$ cat config.mk
export PLATFORM = sky130hd
export DESIGN_NAME = regfile_sequencer
export DESIGN_NICKNAME = d
export VERILOG_FILES = /design/src/rtl/regfile_sequencer.sv
export SDC_FILE = /design/constraint.sdc
export NUM_CORES = 1
export LEC_CHECK = 0
export ABC_AREA = 1
export BUFFER_PORTS_ARGS = -buffer_cell sky130_fd_sc_hd__buf_2
export CAP_MARGIN = 20
export CORE_MARGIN = 2
export CORE_UTILIZATION = 35
export DETAILED_ROUTE_END_ITERATION = 12
export PLACE_DENSITY_LB_ADDON = 0.1
export SKIP_LAST_GASP = 1
export SLEW_MARGIN = 20
export SYNTH_ARGS = -nofsm -noshare
export SYNTH_HDL_FRONTEND = slang
export SYNTH_SLANG_ARGS = --single-unit
export TNS_END_PERCENT = 10
$ cat constraint.sdc
create_clock -name clk -period 2 [get_ports clk]
set_input_delay 0.1 -clock clk [delete_from_list [all_inputs] [get_ports clk]]
set_output_delay 0.1 -clock clk [all_outputs]
set_load 0.02 [all_outputs]
$ cat src/rtl/regfile_sequencer.sv
// Multi-cycle instruction sequencer driving the 4-register / accumulator file.
// Each accepted instruction walks READ -> EXEC -> WB and produces exactly one
// done pulse plus at most one write strobe, visible in the cycle after WB.
module regfile_sequencer #(
    parameter int unsigned DATA_W = 4,
    parameter int unsigned ADDR_W = 2
) (
    input  logic              clk,
    input  logic              reset,
    input  logic              instr_valid,
    output logic              instr_ready,
    input  logic [11:0]       instr,
    output logic [ADDR_W-1:0] rf_read_addr1,
    output logic [ADDR_W-1:0] rf_read_addr2,
    input  logic [DATA_W-1:0] rf_read_data1,
    input  logic [DATA_W-1:0] rf_read_data2,
    input  logic [DATA_W-1:0] rf_acc_out,
    output logic              rf_write_enable,
    output logic [ADDR_W-1:0] rf_write_addr,
    output logic [DATA_W-1:0] rf_write_data,
    output logic              rf_acc_write_enable,
    output logic [DATA_W-1:0] rf_acc_in,
    output logic              done,
    output logic              carry_flag,
    output logic              zero_flag,
    output logic              illegal
);

    localparam int unsigned OP_W = 4;

    localparam logic [OP_W-1:0] OP_NOP  = 4'h0;
    localparam logic [OP_W-1:0] OP_LDI  = 4'h1;
    localparam logic [OP_W-1:0] OP_MOV  = 4'h2;
    localparam logic [OP_W-1:0] OP_ADD  = 4'h3;
    localparam logic [OP_W-1:0] OP_SUB  = 4'h4;
    localparam logic [OP_W-1:0] OP_AND  = 4'h5;
    localparam logic [OP_W-1:0] OP_OR   = 4'h6;
    localparam logic [OP_W-1:0] OP_XOR  = 4'h7;
    localparam logic [OP_W-1:0] OP_STA  = 4'h8;
    localparam logic [OP_W-1:0] OP_LDA  = 4'h9;
    localparam logic [OP_W-1:0] OP_ADDI = 4'hA;

    typedef enum logic [1:0] {
        IDLE = 2'd0,
        READ = 2'd1,
        EXEC = 2'd2,
        WB   = 2'd3
    } state_t;

    state_t state;
    state_t state_next;

    logic accept;

    // Latched instruction fields
    logic [OP_W-1:0]   opcode_q;
    logic [DATA_W-1:0] imm_q;

    // Operands captured in READ
    logic [DATA_W-1:0] op_a;
    logic [DATA_W-1:0] op_b;
    logic [DATA_W-1:0] op_acc;

    // Combinational execute results
    logic              x_we;
    logic [DATA_W-1:0] x_wdata;
    logic              x_acc_we;
    logic [DATA_W-1:0] x_acc_data;
    logic              x_carry_upd;
    logic              x_carry;
    logic              x_illegal;
    logic [DATA_W:0]   sum_rr;
    logic [DATA_W:0]   diff_rr;
    logic [DATA_W:0]   sum_ai;

    // Results held from EXEC for write-back
    logic              h_we;
    logic [DATA_W-1:0] h_wdata;
    logic              h_acc_we;
    logic [DATA_W-1:0] h_acc_data;
    logic              h_carry_upd;
    logic              h_carry;
    logic              h_illegal;

    // Ready only in IDLE, and never while reset is held
    assign instr_ready = (state == IDLE) && !reset;
    assign accept      = instr_valid && instr_ready;

    // State register
    always_ff @(posedge clk) begin
        if (reset) begin
            state <= IDLE;
        end else begin
            state <= state_next;
        end
    end

    // Next-state logic: fixed four-cycle walk per instruction
    always_comb begin
        state_next = state;
        case (state)
            IDLE:    if (accept) state_next = READ;
            READ:    state_next = EXEC;
            EXEC:    state_next = WB;
            WB:      state_next = IDLE;
            default: state_next = IDLE;
        endcase
    end

    // Execute: decode opcode and compute result, strobes and carry
    always_comb begin
        sum_rr      = {1'b0, op_a} + {1'b0, op_b};
        diff_rr     = {1'b0, op_a} - {1'b0, op_b};
        sum_ai      = {1'b0, op_acc} + {1'b0, imm_q};
        x_we        = 1'b0;
        x_wdata     = '0;
        x_acc_we    = 1'b0;
        x_acc_data  = '0;
        x_carry_upd = 1'b0;
        x_carry     = 1'b0;
        x_illegal   = 1'b0;
        case (opcode_q)
            OP_NOP: ;
            OP_LDI: begin
                x_we    = 1'b1;
                x_wdata = imm_q;
            end
            OP_MOV: begin
                x_we    = 1'b1;
                x_wdata = op_b;
            end
            OP_ADD: begin
                x_acc_we    = 1'b1;
                x_acc_data  = sum_rr[DATA_W-1:0];
                x_carry_upd = 1'b1;
                x_carry     = sum_rr[DATA_W];
            end
            OP_SUB: begin
                x_acc_we    = 1'b1;
                x_acc_data  = diff_rr[DATA_W-1:0];
                x_carry_upd = 1'b1;
                x_carry     = diff_rr[DATA_W];
            end
            OP_AND: begin
                x_acc_we   = 1'b1;
                x_acc_data = op_a & op_b;
            end
            OP_OR: begin
                x_acc_we   = 1'b1;
                x_acc_data = op_a | op_b;
            end
            OP_XOR: begin
                x_acc_we   = 1'b1;
                x_acc_data = op_a ^ op_b;
            end
            OP_STA: begin
                x_we    = 1'b1;
                x_wdata = op_acc;
            end
            OP_LDA: begin
                x_acc_we   = 1'b1;
                x_acc_data = op_b;
            end
            OP_ADDI: begin
                x_acc_we    = 1'b1;
                x_acc_data  = sum_ai[DATA_W-1:0];
                x_carry_upd = 1'b1;
                x_carry     = sum_ai[DATA_W];
            end
            default: x_illegal = 1'b1;
        endcase
    end

    // Datapath: latch, operand capture, hold, and registered write-back
    always_ff @(posedge clk) begin
        if (reset) begin
            opcode_q            <= '0;
            imm_q               <= '0;
            rf_read_addr1       <= '0;
            rf_read_addr2       <= '0;
            op_a                <= '0;
            op_b                <= '0;
            op_acc              <= '0;
            h_we                <= 1'b0;
            h_wdata             <= '0;
            h_acc_we            <= 1'b0;
            h_acc_data          <= '0;
            h_carry_upd         <= 1'b0;
            h_carry             <= 1'b0;
            h_illegal           <= 1'b0;
            rf_write_enable     <= 1'b0;
            rf_write_addr       <= '0;
            rf_write_data       <= '0;
            rf_acc_write_enable <= 1'b0;
            rf_acc_in           <= '0;
            done                <= 1'b0;
            illegal             <= 1'b0;
            carry_flag          <= 1'b0;
            zero_flag           <= 1'b0;
        end else begin
            rf_write_enable     <= 1'b0;
            rf_acc_write_enable <= 1'b0;
            done                <= 1'b0;
            illegal             <= 1'b0;

            if (accept) begin
                opcode_q      <= instr[11:8];
                rf_read_addr1 <= ADDR_W'(instr[7:6]);
                rf_read_addr2 <= ADDR_W'(instr[5:4]);
                imm_q         <= DATA_W'(instr[3:0]);
            end

            if (state == READ) begin
                op_a   <= rf_read_data1;
                op_b   <= rf_read_data2;
                op_acc <= rf_acc_out;
            end

            if (state == EXEC) begin
                h_we        <= x_we;
                h_wdata     <= x_wdata;
                h_acc_we    <= x_acc_we;
                h_acc_data  <= x_acc_data;
                h_carry_upd <= x_carry_upd;
                h_carry     <= x_carry;
                h_illegal   <= x_illegal;
            end

            if (state == WB) begin
                done                <= 1'b1;
                illegal             <= h_illegal;
                rf_write_enable     <= h_we;
                rf_acc_write_enable <= h_acc_we;
                if (h_we) begin
                    rf_write_addr <= rf_read_addr1;
                    rf_write_data <= h_wdata;
                end
                if (h_acc_we) begin
                    rf_acc_in <= h_acc_data;
                    zero_flag <= (h_acc_data == '0);
                end
                if (h_carry_upd) begin
                    carry_flag <= h_carry;
                end
            end
        end
    end

endmodule

==> results, run 1 <==
- Measured against its own limit, the worst slew margin works out to 70.2%.
- The endpoint kind of the worst setup timing path is a register.
- The fill cell instance count of the final layout is 860.
- For the final routed database, the setup TNS stands at 0 ns.
- Row generation in the floorplan step produced 32 rows.
- By area the synthesized netlist is led by sky130_fd_sc_hd__dfxtp_1 (39%), sky130_fd_sc_hd__nand2_1 (11%), sky130_fd_sc_hd__ha_1 (9.4%).
- The share of total power in sequential cells is about 43%.
- The count of flip-flops with a built-in enable after synthesis is 0.
- For this configuration, the core starts out at a cell density of 36.2%.
- The count of synthesis-stage warnings from yosys is 0.
- Combinational logic is responsible for 38.1% of the overall power.
- After synthesis, the share of flip-flops with an asynchronous set or reset is 0%.
- For this run, the top clock speed supported by timing is 565 MHz.
- The layout overhead on the synthesized area is 18.3%.
- The congestion estimate from routability-driven global placement came to 0.882.
- The core region is between 7000 and 8000 um2.
- After technology mapping, the gate count stands at ~380.
- The DRC violations left is 0.
- The first routing iteration left between 80 and 90 violations.
- The die covers 8760 um2.
- The analysis attributes to cell leakage a power of approximately 1.6 nW.
- Counting every net in the synthesized netlist gives approximately 440.
- At the pin with the least slew margin, the transition time is 0.446 ns.
- The wire length of the first global-routing pass is about 12 mm.
- Dividing the synthesized area by the synthesized cell count gives 7.31 um2.
- The clock transition time at the flip-flop clock pins of the worst setup and hold paths is 0.11 ns.
- Across the routed clock network, the largest skew measured is 0.00737 ns.
- Buffers placed on the I/O ports in this run total 47.
- After detailed routing, the number of vias per cell comes to 4.70.
- The clock network is responsible for 19.2% of the overall power.
- The end of the worst register-to-register path is h_acc_data[2].
- For the worst flop-to-flop path, the logic depth is 9.
- The deepest level of the CTS H-tree is 2.
- The total count of max-transition violations in the final report is 0.
- On the final layout, the worst hold slack is 0.0265 ns.
- The post-synthesis register bit count is 55.
- The maximum number of pins on one net before global-route repair is 38.
- The data arrival time of the critical path is 1.99 ns.
- Detailed placement finished with a half-perimeter wire length of 5.34 mm.
- sky130_fd_sc_hd__nand2_1 is the most common cell in the netlist.
- The worst setup path is launched from a register.
- The footprint of the multi-input gates is between 1000 and 1500 um2.
- 0 antenna diodes ended up in the layout.
- The number of antenna-violating nets in the routed design is 0.
- Setup violations remaining at the end of the flow were counted as 0.
- The via count of the first global-routing pass is 2408.
- The number of endpoints with negative hold slack in the final report is 0.
- The data required time at the worst endpoint is 2.22 ns.
- The largest vdd supply drop is between 400 and 500 uV.
- The setup check on the worst reg-to-reg path leaves a slack of 0.23 ns.
- After detailed routing, the average wire length per cell comes to 12.6 um.
- In this run the worst hold path is classified as input port to register.
- The internal power is ~2.0 mW.
- The CTS tree is built.
- Wires add up to a little under 7 mm.
- In this run, CTS created clock tree buffers numbering 5.
- The number of top-level design ports is 48.
- The most frequently used flop master after synthesis is sky130_fd_sc_hd__dfxtp_1.
- Summing the sequential cell areas from Yosys gives 39.2% of the chip area.
- The flow ran to the end, and the final reports show no timing, DRC or antenna violations.
- The share of the cycle needed by the critical path after routing is approximately 90%.
- The first detailed-routing pass ran for 4 iterations.
- The cell type with the largest total area after synthesis is sky130_fd_sc_hd__dfxtp_1.
- The clock net sink count is 55.
- The worst register-to-register path begins at op_b[0].
- The flip-flop and latch area is 1100 um2.
- The overall routing resource usage is 16.7%.
- Setup repair after global routing left no endpoint under its margin.
- The worst setup path category is register to register.
- Counting along the longest clock path gives a buffer depth of 2.
- The initial antenna violation count came to 0.
- The post-route netlist has 18.6% of its cells at a drive strength greater than 1.
- The fraction of post-synthesis cell area in the top cell type by area is 39.2%.
- After synthesis the cells add up to between 2000 and 3000 um2.
- In this run the power density over the cells is 1010 nW/um2.
- Across the run, the number of max-cap violations was 0.
- The cell sitting at the root of the clock tree is a sky130_fd_sc_hd__clkbuf_8.
- The global route total overflow is 0.
- The critical path ends at h_acc_data[2].
- The number of resized instances in the post-cts repair step is 0.
- Synthesis instantiated 30 different standard cells from the library.
- Measured along the y axis, the die boundary spans ~94 um.
- In this run the worst path has a maximum fanout of 4.
- The number of nets at the end of the flow is 492.
- In this run switching power makes up about two fifths of total power.
- The startpoint of the most critical setup path is op_b[0].
- For the finished layout, the period the worst path requires is 1.77 ns.
- In the synthesized netlist, the cells that appear most often are sky130_fd_sc_hd__nand2_1 (79), sky130_fd_sc_hd__dfxtp_1 (55), sky130_fd_sc_hd__nor2_1 (49).
- At the later pin of the worst-skew pair, clock insertion delay measures 0.32 ns.
- In this run the post-CTS setup repair buffer count came out at 0.
- In this run the horizontal extent of the chip is 93.6 um.
- The total number of vias is 2559.
- The net switching power of the design is 1.38 mW.
-- worst max-delay path, cell delays in order (launching register included) --
cell and delay (ns):
sky130_fd_sc_hd__dfxtp_1 0.40, sky130_fd_sc_hd__ha_1 0.20, sky130_fd_sc_hd__inv_1 0.08, sky130_fd_sc_hd__fa_1 0.39
sky130_fd_sc_hd__nor2_1 0.15, sky130_fd_sc_hd__nor3_1 0.07, sky130_fd_sc_hd__nor3_1 0.20, sky130_fd_sc_hd__nand2_1 0.07
sky130_fd_sc_hd__nand2_1 0.07, sky130_fd_sc_hd__a21oi_2 0.05
-- per-layer routing --
layer	up-vias	routed length [um]	GRT usage, %
li1	1349	-	-
met1	1152	3310	22.2
met2	52	3130	27.9
met3	6	322	3.14
met4	0	77	4.47
met5	-	0	0
-- flip-flops by register name (all words and copies together) (netlist names), 4 cells and up --
name,flops
op_a,4
h_wdata,4
rf_acc_in,4
op_acc,4
h_acc_data,4
opcode_q,4
op_b,4
imm_q,4
rf_write_data,4
-- how the worst min path moves through the flow --
| stage | slack [ns] | cells after the start | from | to |
|---|---|---|---|---|
| final | 0.03 | 3 | rf_acc_out[2] | op_acc[2] |
| after global routing | 0.03 | 3 | rf_acc_out[0] | op_acc[0] |
| after CTS | 0.03 | 3 | rf_acc_out[0] | op_acc[0] |
| after detailed placement | 0.30 | 3 | instr[1] | imm_q[1] |
| after global placement | 0.29 | 3 | instr[5] | rf_read_addr2[1] |
| after floorplan | 0.21 | 2 | instr[0] | imm_q[0] |
-- repair_timing --
action | in CTS | in global routing
hold buffers | 9 | 0
setup endpoints to repair | 0 | 0
hold endpoints to repair | 9 | 0
-- power by group through the flow --
stage	logic, mW	clock network, mW	registers, mW
3_5_place_dp	1.27	0	1.46
3_3_place_gp	1.28	0	1.45
2_1_floorplan	0.946	0	1.44
6_report	1.28	0.645	1.43
4_1_cts	1.29	0.676	1.43
5_1_grt	1.48	0.719	1.46
-- stage by stage --
| step | cell area (um2) | power, mW | worst slack, ns | cells | util, % |
|---|---|---|---|---|---|
| finish | 3320 | 3.35 | 0.231 | 544 | 42.8 |
| global route | 3320 | 3.66 | 0.0745 | 544 | 42.8 |
| CTS | 3320 | 3.40 | 0.252 | 544 | 42.8 |
| detailed placement | 3140 | 2.73 | 0.265 | 527 | 40.4 |
| global placement | 3140 | 2.73 | 0.304 | 527 | 40.4 |
| floorplan | 2810 | 2.39 | 0.424 | 384 | - |
-- cells in the final DEF, fill, tap and decap left out --
cell                             n
sky130_fd_sc_hd__a211oi_1        2
sky130_fd_sc_hd__a21oi_1        29
sky130_fd_sc_hd__a21oi_2         2
sky130_fd_sc_hd__a41oi_1         1
sky130_fd_sc_hd__buf_2          47
sky130_fd_sc_hd__buf_4           5
sky130_fd_sc_hd__clkbuf_8        5
sky130_fd_sc_hd__clkinv_1        1
sky130_fd_sc_hd__clkinv_2        1
sky130_fd_sc_hd__clkinv_4        1
sky130_fd_sc_hd__dfxtp_1        55
sky130_fd_sc_hd__dlygate4sd3_1   9
sky130_fd_sc_hd__fa_1            3
sky130_fd_sc_hd__ha_1           21
sky130_fd_sc_hd__inv_1          35
sky130_fd_sc_hd__inv_2           8
sky130_fd_sc_hd__inv_6           1
sky130_fd_sc_hd__nand2_1        79
sky130_fd_sc_hd__nand2_2         2
sky130_fd_sc_hd__nand3_1        25
sky130_fd_sc_hd__nand3b_1        1
sky130_fd_sc_hd__nand4_1         1
sky130_fd_sc_hd__nor2_1         49
sky130_fd_sc_hd__nor2_2          5
sky130_fd_sc_hd__nor2_4          3
sky130_fd_sc_hd__nor3_1          8
sky130_fd_sc_hd__nor3_2          1
sky130_fd_sc_hd__o21ai_0        35
sky130_fd_sc_hd__o21ai_1         3
sky130_fd_sc_hd__o21ai_2         1
sky130_fd_sc_hd__o22ai_1         2
sky130_fd_sc_hd__o31ai_1         1
-- final cells by class --
| cell class | instances | share of cell area, % |
|---|---|---|
| clock inverter | 3 | 0.678 |
| inverter | 44 | 4.97 |
| tap | 102 | 3.84 |
| timing repair buffer | 61 | 10.9 |
| clock buffer | 5 | 2.07 |
| multi-input combinational | 274 | 44.4 |
| sequential | 55 | 33.1 |
-- logic make-up after synthesis --
group / count (synthesis) / share of synthesized area [%]
and+or+nand+nor: 174 / 26.6
adders and majority gates: 24 / 11.5
DFF: 55 / 39.2
buffers and inverters: 55 / 8.28
AOI/OAI and AO/OA: 76 / 14.4
Note: power is estimated with default switching activity, not from simulation.
==> inputs of run 2 (changes only) <==
clock period = 1.45 ns   (was 2 ns; I/O delays follow)
==> results, run 2 (same netlist as run 1, synthesis figures left out) <==
- TritonCTS built the clock tree.
- After global routing the overflow that remains totals 0.
- The buffer depth of the longest clock path is 2.
- The clock network fraction of total power is 19.8%.
- The endpoint kind of the worst setup timing path is a register.
- Once layout is complete, the utilization of the core stands at 47.1%.
- The data arrival time of the critical path is 1.83 ns.
- The internal power of the cells totals 3.29 mW.
- The via count of the first global-routing pass is between 2000 and 3000.
- In the final layout, the multi-input gates occupy around 1500 um2.
- Of all nets on the critical path, the largest fanout is 2.
- The total count of max-transition violations in the final report was 0.
- Entering global routing, the biggest net connects 25 pins.
- The final number of setup-violating endpoints is 6.
- The count of port buffers added during placement is 47.
- The average wire length per cell after detail routing is 12.8 um.
- From left edge to right edge, the die measures 93.6 um.
- The floorplan step defined a core boundary enclosing between 7000 and 8000 um2.
- The first global-routing pass estimated 12.5 mm of wire.
- For this run, design rule violations remaining after detail routing come to 0.
- The row count is 32.
- The library cell used most frequently in the layout, excluding fill and tap cells, is sky130_fd_sc_hd__nand2_1.
- The power per unit of standard cell area is between 1000 and 1500 nW/um2.
- STA puts the critical path data required time at 1.70 ns.
- The clock network latency to the later pin of the worst-skew pair is approximately 0.31 ns.
- At the pin with the least slew margin, the transition time is roughly 0.35 ns.
- After clock tree synthesis, the clock-pin slew on the worst setup and hold paths is 0.10 ns.
- The wire-length estimate of the detail-placed layout is 5.92 mm.
- The placer congestion estimate is 0.901.
- In this run the count of I/O pins placed on the die edge is 48.
- Once routing completed, OpenROAD measured the worst setup slack at -0.127 ns.
- After the first detailed-routing iteration, the DRC count stood at 115.
- The initial antenna violation count was 0.
- The final worst clock skew is 0.00511 ns.
- Setup repair after global routing could not meet its margin everywhere.
- Clock tree synthesis inserted a total of 5 buffers.
- Once the clock tree was built, the setup fixing pass inserted 0 buffers.
- The largest vdd supply drop is 704 uV.
- The standby leakage power is about 1.7 nW.
- The post-route netlist has 26.6% of its cells at a drive strength greater than 1.
- The path category of the worst min-delay check is input port to register.
- The die outline area is between 8000 and 9000 um2.
- Fill cells in the final layout number 830.
- Headroom to the max-slew limit came out at 76.6%.
- The first-pass iteration count of the detailed router is 5.
- The starting utilization of the core area is 36.2%.
- The library cells used most frequently in the layout, excluding fill and tap cells, are sky130_fd_sc_hd__nand2_1 (79), sky130_fd_sc_hd__dfxtp_1 (52), sky130_fd_sc_hd__nor2_1 (47), sky130_fd_sc_hd__buf_2 (47), sky130_fd_sc_hd__buf_4 (39).
- The design draws roughly 5.4 mW.
- The share of total power in sequential cells is 36.6%.
- The net switching power of the design is 2.07 mW.
- The root buffer cell chosen for the clock tree is sky130_fd_sc_hd__clkbuf_8.
- In this run the remaining antenna-violating nets after routing total 0.
- The switching share of power is around two fifths.
- The number of nets at the end of the flow is between 500 and 600.
- The deepest level of the CTS H-tree is 2.
- The layout overhead on the synthesized area is 30.4%.
- The worst setup path is launched from a register.
- The number of endpoints with negative hold slack in the final report was 0.
- The flip-flop and latch area is 1100 um2.
- Before CTS, the worst setup slack after placement is -0.139 ns.
- The final reports fail on setup timing.
- The number of vias per cell after detailed routing is roughly 4.7.
- The flow ran to the end, but the final reports show violations.
- 0 antenna diodes ended up in the layout.
- The worst path uses 109% of the clock period.
- Of the total power, combinational logic draws a little over two fifths.
- The worst setup path category is register to register.
- The die is 93.6 um tall.
- Final hold analysis gives a worst-case slack of 0.0402 ns.
- The final cell count without fillers is 580.
- Counting tap cells, the placed design contains a total of about 560 instances.
- The tree built by TritonCTS fans out to 55 sinks.
- For the finished layout, the period the worst path requires is 1.58 ns.
- The total number of vias is 2699.
- The maximum frequency from static timing analysis is 634 MHz.
- The overall routing resource usage is 18.1%.
- Wires add up to 7.43 mm.
- The reported max-cap violation count is 0.
run 2: changes by cell type in the layout (fill, tap and decap cells not counted), sizes merged:
cell | before | now
clkinv | 3 | 1
dlygate4sd3 | 9 | 11
bufinv | 0 | 1
buf | 52 | 86
clkbuf | 5 | 6
run 2: worst max-delay path, stage by stage (launching register included):
cell and delay (ns):
sky130_fd_sc_hd__dfxtp_1 0.33, sky130_fd_sc_hd__ha_1 0.23, sky130_fd_sc_hd__fa_2 0.53, sky130_fd_sc_hd__nand2_1 0.05, sky130_fd_sc_hd__o21ai_1 0.08, sky130_fd_sc_hd__nor2_1 0.07, sky130_fd_sc_hd__nand2_1 0.05, sky130_fd_sc_hd__nand2_1 0.05
sky130_fd_sc_hd__a21oi_1 0.12
run 2: power by group through the flow:
stage	registers, mW	logic, mW	clock network [mW]
2_1_floorplan	2.01	1.32	0
3_3_place_gp	1.99	2.28	0
3_5_place_dp	2.00	2.27	0
4_1_cts	1.96	2.32	1.09
5_1_grt	2.00	2.64	1.13
6_report	1.96	2.34	1.06
run 2: repair_timing:
| action | CTS | global route |
|---|---|---|
| hold endpoints to repair | 11 | 0 |
| pin swaps | 1 | 0 |
| endpoints found under the setup margin | 6 | 27 |
| gates resized for setup | 2 | 5 |
| hold buffers | 11 | 0 |
run 2: path summary, 6_finish.rpt:
check	from	end	slack, ns	cells after the start
setup / recovery	imm_q[0]	h_acc_data[1]	-0.13	8
hold reg to reg	h_illegal	illegal	0.47	2
hold / removal	instr[8]	opcode_q[0]	0.04	3
setup reg to reg	imm_q[0]	h_acc_data[1]	-0.13	8
run 2: area by class of cell:
class | count | share of cell area, %
flip-flops and latches | 55 | 30.2
inverters | 44 | 4.51
clock inverters | 2 | 1.06
well taps | 102 | 3.48
clock buffers | 6 | 1.98
repair buffers | 97 | 17.4
multi-input cells | 274 | 41.4
run 2: through the flow:
step	setup TNS, ns	cell area, um2
2_1_floorplan	-0.0212	2840
3_3_place_gp	-0.405	3430
3_5_place_dp	-0.406	3430
4_1_cts	-0.495	3650
5_1_grt	-2.37	3660
6_report	-0.489	3660
run 2: per-layer routing:
layer	routed length (um)	share of wire, %	up-vias	global-route usage [%]
met5	0	0	-	0
met2	3300	44	47	29.4
met1	3730	50	1221	24.2
met3	245	3.3	8	3.30
li1	-	-	1423	-
met4	148	2.0	0	6.04
==> inputs of run 3 (changes only) <==
CORE_UTILIZATION = 50   (was 35)
==> results, run 3 (same netlist as run 1, synthesis figures left out) <==
- The flip-flop and latch area is roughly 1100 um2.
- Summed over all cells, the static leakage comes to 1.70 nW.
- The critical path's largest stage delay is 0.39 ns.
- Counting the fill cells in the layout gives 520.
- The worst setup path is launched from a register.
- Combinational logic burns between 40% and 50% of the power.
- The launch instance of the worst register-to-register path is op_b[0].
- Once the clock tree was built, the setup fixing pass inserted 0 buffers.
- The startpoint identified for the worst hold timing path is rf_read_data1[3].
- The die outline area is between 6000 and 7000 um2.
- The data required time at the worst endpoint is 1.66 ns.
- The worst hold path terminates at op_a[3].
- Compared with the post-synthesis result, the final layout area differs by 27.7%.
- Setup repair after global routing could not meet its margin everywhere.
- The clock network latency to the later pin of the worst-skew pair is a little over 0.3 ns.
- Once layout is complete, the utilization of the core stands at between 60% and 70%.
- For the worst setup path, the data arrival time is 1.87 ns.
- The final critical path time including I/O delays and setup is 1.66 ns.
- Counting cells, the worst reg-to-reg path comes to 9.
- The global route total overflow is 0.
- The average wire length per cell after detail routing is 12.2 um.
- The initial antenna violation count is 0.
- For this run, the total global-route usage over all layers was measured as 22.7%.
- The worst path uses 115% of the clock period.
- The total wire length after detailed routing is around 6.6 mm.
- Once routing completed, OpenROAD measured the worst setup slack at -0.210 ns.
- The clock net sink count is 55.
- The DRC violations left is 0.
- The total count of max-transition violations in the final report is 0.
- After the flow finishes, the layout carries non-filler instances totaling 543.
- Summed over all nets, the switching power comes to between 1.5 and 2 mW.
- The internal power is between 3 and 4 mW.
- In the final layout, the multi-input gates occupy between 1500 and 2000 um2.
- The clock passes through at most 2 buffers.
- The clock network fraction of total power is between 10% and 20%.
- The via count of the first global-routing pass was roughly 2500.
- The row count is 27.
- The number of top-level design ports is 48.
- In the layout the commonest cells are sky130_fd_sc_hd__nand2_1 (79), sky130_fd_sc_hd__dfxtp_1 (52), sky130_fd_sc_hd__nor2_1 (47), sky130_fd_sc_hd__buf_2 (47), sky130_fd_sc_hd__o21ai_0 (34).
- The largest vdd supply drop is just over 900 uV.
- Clock-pin slew was measured on the worst setup and hold paths at approximately 0.10 ns.
- The final number of setup-violating endpoints is 5.
- The library cell used most frequently in the layout, excluding fill and tap cells, is sky130_fd_sc_hd__nand2_1.
- The power per unit of standard cell area is 1420 nW/um2.
- The slew of the pin with the lowest slew margin is 0.373 ns.
- The deepest level of the CTS H-tree is 2.
- The total number of vias is 2645.
- The setup slack on the worst flop-to-flop path is -0.21 ns.
- The maximum fanout along the worst path is 3.
- Including well taps, the total number of placed cells is 524.
- The first detailed-routing pass took 4 iterations.
- The number of endpoints with negative hold slack in the final report is 0.
- The CTS tree is built.
- The number of CTS-inserted buffers is 5.
- The share of total power dissipated in sequential elements is about two fifths.
- The switching share of power is about two fifths.
- Headroom to the max-slew limit came out at 75.0%.
- Clock skew on the completed layout was measured at 0.00715 ns.
- The total design power is 5.11 mW.
- After detailed placement, the total cell area comes to 3350 um2.
- The first global-routing pass estimated 11.3 mm of wire.
- The final layout contains 521 nets.
- The worst register-to-register path ends at h_acc_data[2].
- Summing all non-filler instances in the final layout gives an area of 3590 um2.
- The count of routing violations after the opening detailed-route iteration is 94.
- The congestion estimate from routability-driven global placement came to 0.913.
- The repair_antennas step left the layout with diodes totalling 0.
- The number of stages on the worst hold path is 3.
- The maximum number of pins on one net before global-route repair is 26.
- The tool flagged a number of max-cap violations equal to 0.
- Counting buffers and inverters, the worst setup path is 9 cells deep.
- The endpoint kind of the worst setup timing path is a register.
- Among cell families on the critical path, the largest total delay comes from simple AND/OR/NAND/NOR gates.
- The HPWL reported at the end of detailed placement is just over 5 mm.
- The count of buffers added on input and output ports is 47.
- The critical path is of the register to register type.
- The number of buffer and inverter instances along the worst setup path is 1.
- The ratio of cells with drive above 1 in the final layout is between 20% and 30%.
- The floorplan step set the die width to just under 80 um.
- The starting utilization of the core area is approximately half.
- The number of vias per cell after detailed routing is 4.87.
- The slowest stage of the critical path is the sky130_fd_sc_hd__dfxtp_2 cell.
- Derived from the worst setup path, the maximum achievable clock frequency is 602 MHz.
- The path category of the worst min-delay check is input port to register.
- The clock root buffer is sky130_fd_sc_hd__clkbuf_8.
- The hold slack is approximately 0.028 ns.
- The flow ran to the end, but the final reports show violations.
- The detail route stage leaves a number of antenna-violating nets equal to 0.
- The final reports fail on setup timing.
- The core box area is 5470 um2.
- The height of the die is 79.0 um.
- The signal on the critical path passes through ha_4 -> inv_1 -> fa_2 -> nor2_1 -> nor3_1 -> nor3_1 -> nand2_1 -> nand2_1 -> a21oi_2.
==> run 3: changes by cell type in the layout (fill, tap and decap cells not counted), sizes merged <==
cell,before,now
buf,86,79
bufinv,1,0
clkbuf,6,7
clkinv,1,2
inv,44,43
==> run 3: worst max path at each step <==
stage                  start       endpoint  slack (ns)
global route         op_a[0]  h_acc_data[2]       -0.29
finish               op_b[0]  h_acc_data[2]       -0.21
global placement    imm_q[0]  h_acc_data[2]       -0.19
CTS                  op_a[0]  h_acc_data[2]       -0.16
floorplan            op_a[0]  h_acc_data[2]       -0.01
detailed placement  imm_q[0]  h_acc_data[2]       -0.22
==> run 3: cell type report <==
type	count	share of cell area (%)
Clock buffer	7	2.41
Clock inverter	1	0.244
Inverter	44	4.61
Multi-Input combinational cell	274	42.7
Sequential cell	55	30.8
Tap cell	72	2.51
Timing Repair Buffer	90	16.7
==> run 3: layer usage <==
layer	global-route usage, %	vias up	routed length, um
li1	-	1410	-
met1	28.9	1179	3120
met2	40.3	50	3230
met3	3.41	6	229
met4	5.69	0	68
met5	0	-	0
==> run 3: power groups by stage <==
stage,clock (mW),sequential (mW),combinational [mW]
after floorplan,0,2.01,1.32
after global placement,0,1.98,2.16
after detailed placement,0,1.99,2.18
after CTS,0.920,1.95,2.23
after global routing,0.963,1.99,2.59
final,0.894,1.96,2.26
==> run 3: tightest hold or removal path, cell delays in order <==
cell	delay, ns
sky130_fd_sc_hd__buf_2	0.07
sky130_fd_sc_hd__o21ai_0	0.07
sky130_fd_sc_hd__a21oi_1	0.10
==> run 3: timing repair <==
item	in CTS	in global routing
endpoints found under the hold margin	11	0
hold buffers	11	0
pin swaps	2	7
gates resized for setup	4	7
setup endpoints to repair	6	18
==> run 3: per-stage QoR <==
stage                     TNS, ns  setup slack [ns]
after floorplan           -0.0212           -0.0139
after global placement     -0.569            -0.192
after detailed placement   -0.643            -0.216
after CTS                  -0.606            -0.165
after global routing        -2.28            -0.287
final                      -0.642            -0.210
